**src/rtl/pc_hazard_ctrl_pkg.sv**
```systemverilog
// Shared CPU package: hazard-controller state encoding, register widths and control bundle.
package pc_hazard_ctrl_pkg;

    localparam int unsigned MEM_TIMEOUT_DEF = 64;
    localparam int unsigned REG_W           = 5;
    localparam int unsigned ST_W            = 2;

    localparam logic [ST_W-1:0] ST_RUN       = 2'd0;
    localparam logic [ST_W-1:0] ST_MISS_REQ  = 2'd1;
    localparam logic [ST_W-1:0] ST_MISS_WAIT = 2'd2;
    localparam logic [ST_W-1:0] ST_MISS_DONE = 2'd3;

    // Pipeline-register control bundle driven by the hazard controller.
    typedef struct packed {
        logic pc_write;
        logic ifid_write;
        logic ifid_flush;
        logic idex_bubble;
        logic hold;
    } pipe_ctrl_t;

    // Free-running pipeline: PC and IF/ID advance, nothing flushed or held.
    function automatic pipe_ctrl_t ctrl_run();
        pipe_ctrl_t c;
        c.pc_write    = 1'b1;
        c.ifid_write  = 1'b1;
        c.ifid_flush  = 1'b0;
        c.idex_bubble = 1'b0;
        c.hold        = 1'b0;
        return c;
    endfunction

endpackage

```
**src/rtl/pc_hazard_ctrl_hazard_detect.sv**
```systemverilog
// Load-use hazard detector: load in ID/EX writes a register read by the instruction in IF/ID.
module hazard_detect
    import pc_hazard_ctrl_pkg::*;
(
    input  logic             idex_memread_i,
    input  logic [REG_W-1:0] idex_rt_i,
    input  logic [REG_W-1:0] ifid_rs_i,
    input  logic [REG_W-1:0] ifid_rt_i,
    output logic             load_use_c
);

    // r0 is hard-wired zero, so a load targeting it never creates a dependency.
    always_comb begin
        load_use_c = idex_memread_i && (idex_rt_i != '0) &&
                     ((idex_rt_i == ifid_rs_i) || (idex_rt_i == ifid_rt_i));
    end

endmodule

```
**src/rtl/pc_hazard_ctrl.sv**
```systemverilog
// PC / pipeline hazard controller: cache-miss stall FSM, load-use bubble, branch flush, perf counters.
module pc_hazard_ctrl
    import pc_hazard_ctrl_pkg::*;
#(
    parameter int unsigned MEM_TIMEOUT = MEM_TIMEOUT_DEF,
    parameter int unsigned CNT_W       = 16
) (
    input  logic             clk_i,
    input  logic             rst_i,
    input  logic             start_i,
    input  logic             idex_memread_i,
    input  logic [REG_W-1:0] idex_rt_i,
    input  logic [REG_W-1:0] ifid_rs_i,
    input  logic [REG_W-1:0] ifid_rt_i,
    input  logic             branch_taken_i,
    input  logic             dcache_miss_i,
    input  logic             mem_ack_i,
    output logic             mem_req_o,
    output logic             pc_write_o,
    output logic             ifid_write_o,
    output logic             ifid_flush_o,
    output logic             idex_bubble_o,
    output logic             hold_o,
    output logic             err_o,
    output logic [CNT_W-1:0] miss_cnt_o,
    output logic [CNT_W-1:0] stall_cnt_o
);

    localparam int unsigned     TMO_W    = (MEM_TIMEOUT > 1) ? $clog2(MEM_TIMEOUT) : 1;
    localparam logic [TMO_W-1:0] TMO_LAST = TMO_W'(MEM_TIMEOUT - 1);
    localparam logic [CNT_W-1:0] CNT_MAX  = '1;

    logic [ST_W-1:0]  state_q, state_d;
    logic [TMO_W-1:0] tmo_q, tmo_d;
    logic [CNT_W-1:0] miss_cnt_q, miss_cnt_d;
    logic [CNT_W-1:0] stall_cnt_q, stall_cnt_d;
    logic             err_q, err_d;
    logic             lu_q, lu_d;

    logic             active_c;
    logic             load_use_c;
    logic             lu_stall_c;
    pipe_ctrl_t       ctrl_c;

    hazard_detect u_hazard_detect (
        .idex_memread_i (idex_memread_i),
        .idex_rt_i      (idex_rt_i),
        .ifid_rs_i      (ifid_rs_i),
        .ifid_rt_i      (ifid_rt_i),
        .load_use_c     (load_use_c)
    );

    // Prioritised pipeline control (hold > load-use > branch flush); forced idle in reset or when disabled.
    always_comb begin
        ctrl_c     = ctrl_run();
        active_c   = start_i & rst_i;
        lu_stall_c = 1'b0;
        if (active_c) begin
            if ((state_q != ST_RUN) || dcache_miss_i) begin
                ctrl_c.hold       = 1'b1;
                ctrl_c.pc_write   = 1'b0;
                ctrl_c.ifid_write = 1'b0;
            end else if (load_use_c && !lu_q) begin
                lu_stall_c         = 1'b1;
                ctrl_c.pc_write    = 1'b0;
                ctrl_c.ifid_write  = 1'b0;
                ctrl_c.idex_bubble = 1'b1;
            end else if (branch_taken_i) begin
                ctrl_c.ifid_flush = 1'b1;
            end
        end
    end

    assign pc_write_o    = ctrl_c.pc_write;
    assign ifid_write_o  = ctrl_c.ifid_write;
    assign ifid_flush_o  = ctrl_c.ifid_flush;
    assign idex_bubble_o = ctrl_c.idex_bubble;
    assign hold_o        = ctrl_c.hold;
    assign mem_req_o     = active_c & (state_q == ST_MISS_REQ);
    assign err_o         = err_q;
    assign miss_cnt_o    = miss_cnt_q;
    assign stall_cnt_o   = stall_cnt_q;

    // Miss FSM, refill timeout, sticky error, saturating counters and one-bubble-per-hazard tracking.
    always_comb begin
        state_d     = state_q;
        tmo_d       = tmo_q;
        miss_cnt_d  = miss_cnt_q;
        stall_cnt_d = stall_cnt_q;
        err_d       = err_q;
        // A bubble already issued stays remembered across a cache hold, since the pipeline is frozen.
        lu_d        = ctrl_c.hold ? lu_q : lu_stall_c;

        if (start_i && !ctrl_c.pc_write && (stall_cnt_q != CNT_MAX)) begin
            stall_cnt_d = stall_cnt_q + CNT_W'(1);
        end

        if (!start_i) begin
            state_d = ST_RUN;
            tmo_d   = '0;
        end else begin
            case (state_q)
                ST_RUN: begin
                    tmo_d = '0;
                    if (dcache_miss_i) begin
                        state_d = ST_MISS_REQ;
                        if (miss_cnt_q != CNT_MAX) begin
                            miss_cnt_d = miss_cnt_q + CNT_W'(1);
                        end
                    end
                end
                ST_MISS_REQ: begin
                    state_d = ST_MISS_WAIT;
                    tmo_d   = '0;
                end
                ST_MISS_WAIT: begin
                    if (mem_ack_i) begin
                        state_d = ST_MISS_DONE;
                        tmo_d   = '0;
                    end else if (tmo_q == TMO_LAST) begin
                        state_d = ST_RUN;
                        tmo_d   = '0;
                        err_d   = 1'b1;
                    end else begin
                        tmo_d = tmo_q + TMO_W'(1);
                    end
                end
                ST_MISS_DONE: begin
                    state_d = ST_RUN;
                end
                default: begin
                    state_d = ST_RUN;
                    tmo_d   = '0;
                end
            endcase
        end
    end

    // State and counter registers, cleared asynchronously by reset.
    always_ff @(posedge clk_i or negedge rst_i) begin
        if (!rst_i) begin
            state_q     <= ST_RUN;
            tmo_q       <= '0;
            miss_cnt_q  <= '0;
            stall_cnt_q <= '0;
            err_q       <= 1'b0;
            lu_q        <= 1'b0;
        end else begin
            state_q     <= state_d;
            tmo_q       <= tmo_d;
            miss_cnt_q  <= miss_cnt_d;
            stall_cnt_q <= stall_cnt_d;
            err_q       <= err_d;
            lu_q        <= lu_d;
        end
    end

endmodule

```
**config.mk**
```make
export PLATFORM = sky130hd
export DESIGN_NAME = pc_hazard_ctrl
export DESIGN_NICKNAME = d
export VERILOG_FILES = /design/src/rtl/pc_hazard_ctrl_pkg.sv /design/src/rtl/pc_hazard_ctrl_hazard_detect.sv /design/src/rtl/pc_hazard_ctrl.sv
export SDC_FILE = /design/constraint.sdc
export NUM_CORES = 1
export LEC_CHECK = 0
export BUFFER_PORTS_ARGS = -buffer_cell sky130_fd_sc_hd__buf_2
export CAP_MARGIN = 15
export CORE_ASPECT_RATIO = 1.2
export CORE_MARGIN = 1
export CORE_UTILIZATION = 55
export DETAILED_ROUTE_END_ITERATION = 10
export MAX_ROUTING_LAYER = met4
export PLACE_DENSITY = 0.89
export SYNTH_ARGS = -nofsm -noshare
export SYNTH_HDL_FRONTEND = slang
export SYNTH_SLANG_ARGS = --single-unit
export TNS_END_PERCENT = 30
```
**constraint.sdc**
```tcl
create_clock -name clk_i -period 5.4 [get_ports clk_i]
set_input_delay 0.54 -clock clk_i [delete_from_list [all_inputs] [get_ports clk_i]]
set_output_delay 0.54 -clock clk_i [all_outputs]
set_load 0.005 [all_outputs]
```
; Word-level counts from Yosys, hierarchy flattened
; Index checks and enable logic that the tools add are counted.
[totals]
reg_bits = 42
inputBits = 22
out_inout_bits = 39
wordCells = 58
[op_classes]
add_sub_neg = 3
n_eq_ne = 11
n_mux = 19
n_bitwise = 3
reduce_logical = 16
[ops]
columns = op, count
row1 = 16-bit by 1-bit adder with 16-bit output (second input constant), 2
row2 = 16-bit inequality test (second input constant), 2
row3 = 6-bit 2-to-1 mux, 3
row4 = 2-bit 2-to-1 mux, 7
row5 = 6-bit one-hot mux with 2 select lines, 1
row6 = 5-bit == test, 2
row7 = 2-bit one-hot mux with 4 select lines, 1
row8 = 4-bit AND reduction, 2
row9 = 6-bit by 1-bit adder with 6-bit output (second input constant), 1
row10 = 6-bit == test (second input constant), 1
row11 = 1-bit 2-to-1 mux, 6
row12 = 1-bit logical AND, 5
row13 = 5-bit 2-to-1 mux, 1
row14 = 5-bit nonzero test, 1
row15 = 2-bit == test (second input constant), 2
row16 = 4-bit inequality test (second input constant), 1
row17 = 3-bit by 2-bit inequality test with 1-bit output (second input constant), 1
row18 = 3-bit inequality test (second input constant), 1
row19 = 1-bit AND, 2
row20 = 2-bit by 1-bit == test with 1-bit output (second input constant), 1
row21 = 1-bit zero test, 2
row22 = 2-bit zero test, 1
row23 = 1-bit logical OR, 2
row24 = 2-bit AND reduction, 1
row25 = other kinds (3), 3

; Longest topological paths before layout
; Gate-level depths: netlist of the first run.
[depth]
depth_word = 10
depth_mapped = 8
depth_no_buf = 7

; By module
; From an unflattened synthesis of the first run, not the netlist that was laid out.
[hier_totals]
cells_unflattened = 203
area_unflattened_um2 = 2193.4
[modules_own_cells]
columns = module, n_inst, cells_per_inst, area_each_um2, seq_area_each_um2
row1 = pc_hazard_ctrl, 1, 186, 2068.2, 1051.0
row2 = hazard_detect, 1, 17, 125.1, 0.0

; Least setup slack after synthesis of the first run
; No wires, ideal clock.
[synth_path]
kind = input to output
start = input port idex_rt_i[0]
end = output port pc_write_o
arrival_ns = 1.848
path_slack_ns = 3.012
stages = 6
path_cell_list = or4_1 > o21ai_2 > nor2_1 > a21oi_4 > buf_6 > buf_4
[synth_via]
elab_chain_len = 7
elab_cells_between_ends = 10
[synth_rtl]
columns = element, line
row1 = from (decl), pc_hazard_ctrl.sv:12  ; input logic [REG_W-1:0] idex_rt_i,
row2 = 5-bit == test or 5-bit nonzero test (tied branches), "pc_hazard_ctrl_hazard_detect.sv:15, pc_hazard_ctrl_hazard_detect.sv:14"
row3 = 1-bit logical OR or 1-bit logical AND (tied branches), "pc_hazard_ctrl_hazard_detect.sv:15, pc_hazard_ctrl_hazard_detect.sv:14"
row4 = 1-bit logical AND *, pc_hazard_ctrl_hazard_detect.sv:14  ; load_use_c = idex_memread_i && (idex_rt_i != '0) &&
row5 = 1-bit logical AND *, pc_hazard_ctrl.sv:63  ; end else if (load_use_c && !lu_q) begin
row6 = 2-bit 2-to-1 mux *, pc_hazard_ctrl.sv:63
row7 = 2-bit 2-to-1 mux *, pc_hazard_ctrl.sv:59  ; if ((state_q != ST_RUN) || dcache_miss_i) begin
row8 = 5-bit 2-to-1 mux *, pc_hazard_ctrl.sv:58  ; if (active_c) begin
row9 = to (decl), pc_hazard_ctrl.sv:19  ; output logic pc_write_o,
; Mark *: on every way between the ends. The rest lies on a longest branch, timed or not.

; Worst setup path in the final report of the first run
[layout_path]
start = input port rst_i
end = output port pc_write_o
[layout_via]
elab_chain_len = 2
[layout_rtl]
columns = element, line
row1 = from (decl), pc_hazard_ctrl.sv:9  ; input logic rst_i,
row2 = 1-bit AND, pc_hazard_ctrl.sv:56  ; active_c = start_i & rst_i;
row3 = 5-bit 2-to-1 mux, pc_hazard_ctrl.sv:58
; No other way between the ends.

==> results by group, run 1 <==
Setup path
  • Critical path's top delay family: buffers and inverters
  • Worst path cell trace: buf_2 > nand2_1 > nor2_1 > a21oi_4 > buf_2
  • Crit path DAT: 2.15 ns
  • Setup CP Type: input port to output pin
  • Top cell by count, worst path: buf_2
  • Buffers & Inverters on Critical Path: 2
  • Worst-path fanout max: 43
  • WP data required: ~4.9 ns
  • CP endpoint kind: output pin
  • Critical Path Source Type: input port
  • R2r setup slk: 3.20 ns
  • Largest stage delay on the critical path: 0.67 ns
  • Slowest CP cell: buf_2

Synth
  • Net Count, Synth: 234
  • Synth warnings: 0
  • Synth top area cells: dfrtp_1, xnor2_1, xor2_1
  • EDFF count, synth: 0
  • Yosys top cell area share: 0.471
  • Post-synthesis async set-or-reset flop share: 1.00
  • Syn_area_per_cell: 10.7 sq um
  • #FFs+latches synth: 42
  • Post-synthesis cell area: 0.00223 sq mm
  • Sequential share of the synthesized area: 0.471
  • Post-Syn Instances: 209
  • Cell taking the most area after synthesis: dfrtp_1
  • Count of cell types in the netlist: 42
  • Main flop type after synthesis: dfrtp_1

Timing
  • Final hold slack: about 0.35 ns
  • RSZ-0062 raised after global routing: false
  • Max Clk Rate: 371 MHz
  • Final setup skew: 0.0163 ns
  • Setup TNS Final: 0 ns
  • Slew Viols, Final: 0
  • Number of hold violations in the final report: 0
  • Crit share post-route: 0.499
  • Setup Viol. Count Final: 0
  • Worst-Margin Slew: 0.892 ns
  • Max-slew headroom: 0.406
  • Minimum clock period: 2.69 ns

Final layout
  • Area grow syn2layout: 18.5%
  • Commonest non-fill, non-tap cells in the layout: buf_2, dfrtp_1, xnor2_1, nand2_1, xor2_1
  • Multi-input gate area: about 0.0011 sq mm
  • Layout cells sized above 1: 0.295
  • ANT cells: 0
  • Fin area: 0.00265 sq mm
  • Post-layout nets: 295
  • FF+latch area: 0.00105 sq mm
  • Core Util, Final: 0.676
  • Filler cells: 297
  • Most common cell after layout, fill and taps aside: buf_2

Placed design
  • DP Area: between 0.002 and 0.003 sq mm
  • I/O Buffers: 60
  • GP Congestion: 0.793
  • DPL Wire Length: between 3000 and 4000 um

Global route
  • Total track usage: 0.224
  • Total global routing overflow: 0
  • Global-route wire length before repair: 6990 um
  • Largest net degree at the start of global routing: 44
  • Initial antenna violation count: 0
  • Vias in the first global route: between 1,500 and 2,000

Floorplanning
  • Core ar.: just under 0.004 sq mm
  • Initial Utilization: 0.571
  • Die Area: 0.00432 sq mm
  • # rows: 25
  • # IOs: 61
  • Die height: roughly 70 um
  • Die W: 60.2 um

Detailed routing
  • Routed WL per cell: approximately 14 um
  • Vias/cell: 5.58
  • Routed via count: 1,812
  • Drt total wl: about 4400 um
  • Pre-antenna DRT Iters: 6
  • Iter 0 DRT Violations: 76
  • Routed Antenna Nets: 0
  • DRC violations left: 0

Clocking
  • Clock sink count: 42
  • Clock Path Buffers: 2
  • H-tree depth: 2
  • Clock Latency Late Sink: slightly above 0.3 ns
  • Cts repair resizes: 0
  • Clock-pin slew on the worst setup and hold paths: 0.09 ns
  • Root buffer cell: clkbuf_8
  • CTS Hold Bufs: 0
  • Number of buffers created by CTS: 5
  • CTS tree: yes
  • Setup bufs post-CTS: 0

Power
  • Worst vdd ir: 0.204 mV
  • Static Leak: 1.32 nW
  • P per Cell Area: between 300 and 400 mW/mm^2

Worst hold path
  • Worst hold path type: input port to async pin

Outcome
  • Outcome: completed

Job
  • Maxcap violations: 0
[sequential cells by signal (all words and copies together) (netlist names)]
signal       cells
tmo_q            6
state_q          2
stall_cnt_o     16
miss_cnt_o      16
lu_q             1
err_o            1
[where the power goes]
group	leakage [nW]	switching, mW	internal [mW]
combinational	0.717	0.0808	0.0893
clock	0.0472	0.110	0.103
sequential	0.558	0.0597	0.360
total	1.32	0.250	0.552
[layout make-up]
| class | count | share of cell area |
|---|---|---|
| Timing Repair Buffer | 60 | 0.114 |
| Sequential cell | 42 | 0.397 |
| Inverter | 2 | 0.00284 |
| Tap cell | 54 | 0.0255 |
| Clock inverter | 2 | 0.00473 |
| Clock buffer | 6 | 0.0312 |
| Multi-Input combinational cell | 159 | 0.425 |
[layer usage]
metal | track usage | vias up | wire length, um
li1 | - | 868 | -
met1 | 0.255 | 875 | 1790
met2 | 0.364 | 57 | 2270
met3 | 0.0578 | 12 | 250
met4 | 0.103 | 0 | 109
met5 | - | - | 0
[cells by family (layout without fill, tap and decap cells)]
logic type / after synthesis / count (layout) / share of synthesized area
simple gates: 94 / 94 / 0.253
flops: 42 / 42 / 0.471
xor+xnor: 40 / 40 / 0.157
compound gates: 18 / 18 / 0.0555
buf+inv: 8 / 70 / 0.0258
mux: 4 / 4 / 0.0207
fa+ha+maj: 3 / 3 / 0.0168
[cell usage after synthesis (all sizes together), types with 4 or more instances]
master	instances
nand4	7
and3	13
nor4	7
nand3	15
dfrtp	42
and4	4
nand2	22
nor3	6
nor2	5
o21ai	10
xor2	17
buf	5
xnor2	23
nor2b	6
[final timing paths]
| check | from | to | depth (start not counted) |
|---|---|---|---|
| min in group clk_i | err_o | err_o | 1 |
| max in group asynchronous | rst_i | miss_cnt_o[5] | 1 |
| worst max-delay path | rst_i | pc_write_o | 5 |
| worst min-delay path | rst_i | stall_cnt_o[11] | 1 |
| worst max register to register | stall_cnt_o[6] | stall_cnt_o[1] | 6 |
| worst min register to register | err_o | err_o | 1 |
[through the flow]
stage / cells / worst slack [ns] / power [mW]
6_report: 325 / 2.71 / 0.802
5_1_grt: 325 / 2.46 / 0.852
4_1_cts: 325 / 2.62 / 0.809
3_5_place_dp: 317 / 2.62 / 0.597
3_3_place_gp: 317 / 2.69 / 0.588
2_1_floorplan: 209 / 3.01 / 0.513
[worst reg2reg max path, stage by stage, from the launching register on]
cell and delay, ns:
dfrtp_1 0.44, and4_1 0.26, and3_4 0.20, and3_1 0.17, and3_1 0.59, nor2_2 0.12, mux2_4 0.32
(Power assumes the default switching activity.)
==> run 2: changes to the inputs <==
- CORE_UTILIZATION: 55 -> 52
- PLACE_DENSITY: 0.89 -> 0.85
- clock period: 5.4 -> 2.8 ns (I/O delays scaled with it)
==> run 2 against run 1 <==
  * Sequential power grew 94%
  * Cell count increased by 0.62%
  * Final area rose by 0.43%
  * Via count fell by 0.77%
  * Count of clock-buffer cells in the layout up 1
  * Core utilization shrank 1.8 points
  * Setup slack got worse by 2.2 ns
==> results by group, run 2 (same netlist as run 1, synthesis figures left out) <==
Outcome
  • Outcome: completed

Placed design
  • I/O Buffers: 60 (unchanged)
  • DPL Wire Length: 3370 um (+7.6%)
  • DP Worst Slack: 0.583 ns (-2.04 ns)
  • Dpl cells: 319 (+0.63%)
  • DP Area: 0.00256 sq mm (+0.59%)
  • GP Congestion: 0.767 (-3.3%)

Floorplanning
  • Die W: 61.8 um (+2.8%)
  • Initial Utilization: 0.553 (-0.0177)
  • # rows: 25 (unchanged)
  • Die height: 73.8 um (+2.8%)
  • # IOs: 61 (unchanged)
  • Core ar.: 0.00404 sq mm (+3.2%)
  • Die Area: 0.00456 sq mm (+5.6%)

Final layout
  • Layout Cells excl Fill: 327 (+0.62%)
  • Core Util, Final: 0.658 (-0.0182)
  • Most common cell after layout, fill and taps aside: buf_2
  • Commonest non-fill, non-tap cells in the layout: buf_2, dfrtp_1, xnor2_1, nand2_1, xor2_1
  • Layout cells sized above 1: 0.297 (+0.00150)
  • Area grow syn2layout: 19.0%
  • ANT cells: 0 (unchanged)
  • Fin area: 0.00266 sq mm (+0.43%)
  • Post-layout nets: 297 (+0.68%)

Timing
  • Slew Viols, Final: 0 (unchanged)
  • Final setup skew: 0.0107 ns (-0.00558 ns)
  • Max-slew headroom: 0.632 (+0.227)
  • Setup TNS Final: 0 ns (unchanged)
  • Final hold slack: 0.0567 ns (-0.289 ns)
  • Setup Viol. Count Final: 0 (unchanged)
  • Number of hold violations in the final report: 0 (unchanged)
  • Final WS setup: 0.556 ns (-2.15 ns)
  • RSZ-0062 raised after global routing: false
  • Minimum clock period: 2.24 ns
  • Worst-Margin Slew: 0.548 ns (-0.343 ns)
  • Crit share post-route: 0.802
  • Max Clk Rate: roughly 450 MHz

Setup path
  • CP endpoint kind: output pin
  • Worst-path fanout max: 17 (-60%)
  • FF-to-FF path depth: 7 (+1)
  • Critical Path Source Type: flop
  • WP data required: 2.52 ns (-2.34 ns)
  • Crit path DAT: 1.96 ns (-0.19 ns)
  • Setup CP Type: flop to output pin

Clocking
  • Clock-pin slew on the worst setup and hold paths: 0.08 ns (about the same)
  • Cts repair resizes: 0 (unchanged)
  • Clock sink count: 42 (unchanged)
  • Root buffer cell: clkbuf_8
  • Setup bufs post-CTS: 0 (unchanged)
  • CTS tree: yes
  • Clock Path Buffers: 2 (unchanged)
  • Clock Latency Late Sink: 0.29 ns (-0.02 ns)
  • H-tree depth: 2 (unchanged)
  • Number of buffers created by CTS: 5 (unchanged)
  • CTS Hold Bufs: 0 (unchanged)

Global route
  • Met2 Use GR: 0.370 (+0.00651)
  • Largest net degree at the start of global routing: 43 (-2.3%)
  • Total global routing overflow: 0 (unchanged)
  • Met1 Usage GRT: 0.251 (-0.00395)
  • Initial antenna violation count: 0 (unchanged)
  • Total track usage: 0.222 (-0.00202)
  • Most Crowded Layer GR: met2
  • Routing usage on met3: 0.0475 (-0.0102)
  • Vias in the first global route: 1,701 (+4.4%)
  • Global-route wire length before repair: 7210 um (+3.2%)

Detailed routing
  • DRC violations left: 0 (unchanged)
  • Iter 0 DRT Violations: 64 (-16%)
  • Vias/cell: 5.50 (-1.4%)
  • Routed via count: 1,798 (-0.77%)
  • Routed WL per cell: 13.9 um (+2.0%)
  • Pre-antenna DRT Iters: 4 (-2)
  • Drt total wl: 4540 um (+2.7%)
  • Routed Antenna Nets: 0 (unchanged)

Power
  • P per Cell Area: 580 mW/mm^2 (+91%)
  • Worst vdd ir: 0.479 mV (+130%)
  • Static Leak: 1.33 nW (+0.85%)
  • Tot Pwr: 1.54 mW (+92%)

Worst hold path
  • Worst hold path type: input port to async pin

Job
  • Maxcap violations: 0 (unchanged)
[run 2: path summary, 6_finish.rpt]
check	endpoint	slack, ns	start
max in group asynchronous	miss_cnt_o[1]	2.38	rst_i
worst min-delay path	state_q[0]	0.06	rst_i
worst min register to register	err_o	0.49	err_o
worst max-delay path	ifid_write_o	0.56	state_q[1]
min in group clk_i	state_q[1]	0.27	start_i
worst max register to register	stall_cnt_o[9]	0.68	stall_cnt_o[5]
[run 2: report_power, final]
part | internal, mW | switching, mW | leakage, nW
sequential | 0.694 | 0.119 | 0.558
clock | 0.199 | 0.202 | 0.0482
combinational | 0.172 | 0.155 | 0.727
[run 2: metal layers]
layer	routed length, um	part of all wire	vias up
li1	-	-	866
met3	222	0.049	8
met2	2350	0.52	55
met1	1890	0.42	869
met5	0	0	-
met4	73	0.016	0
[run 2: layout make-up]
class	instances	area (sq um)
inverter	2	7.51
timing repair buffer	62	315
tap	54	67.6
clock inverter	1	5.00
fill	335	1380
clock buffer	7	86.3
multi-input combinational	159	1120
sequential	42	1050
[run 2: critical path, stage by stage (launching register included)]
cell and delay [ns]:
dfrtp_1 0.48, nor3_1 0.36, nor2_1 0.16, a21oi_4 0.46, buf_2 0.21
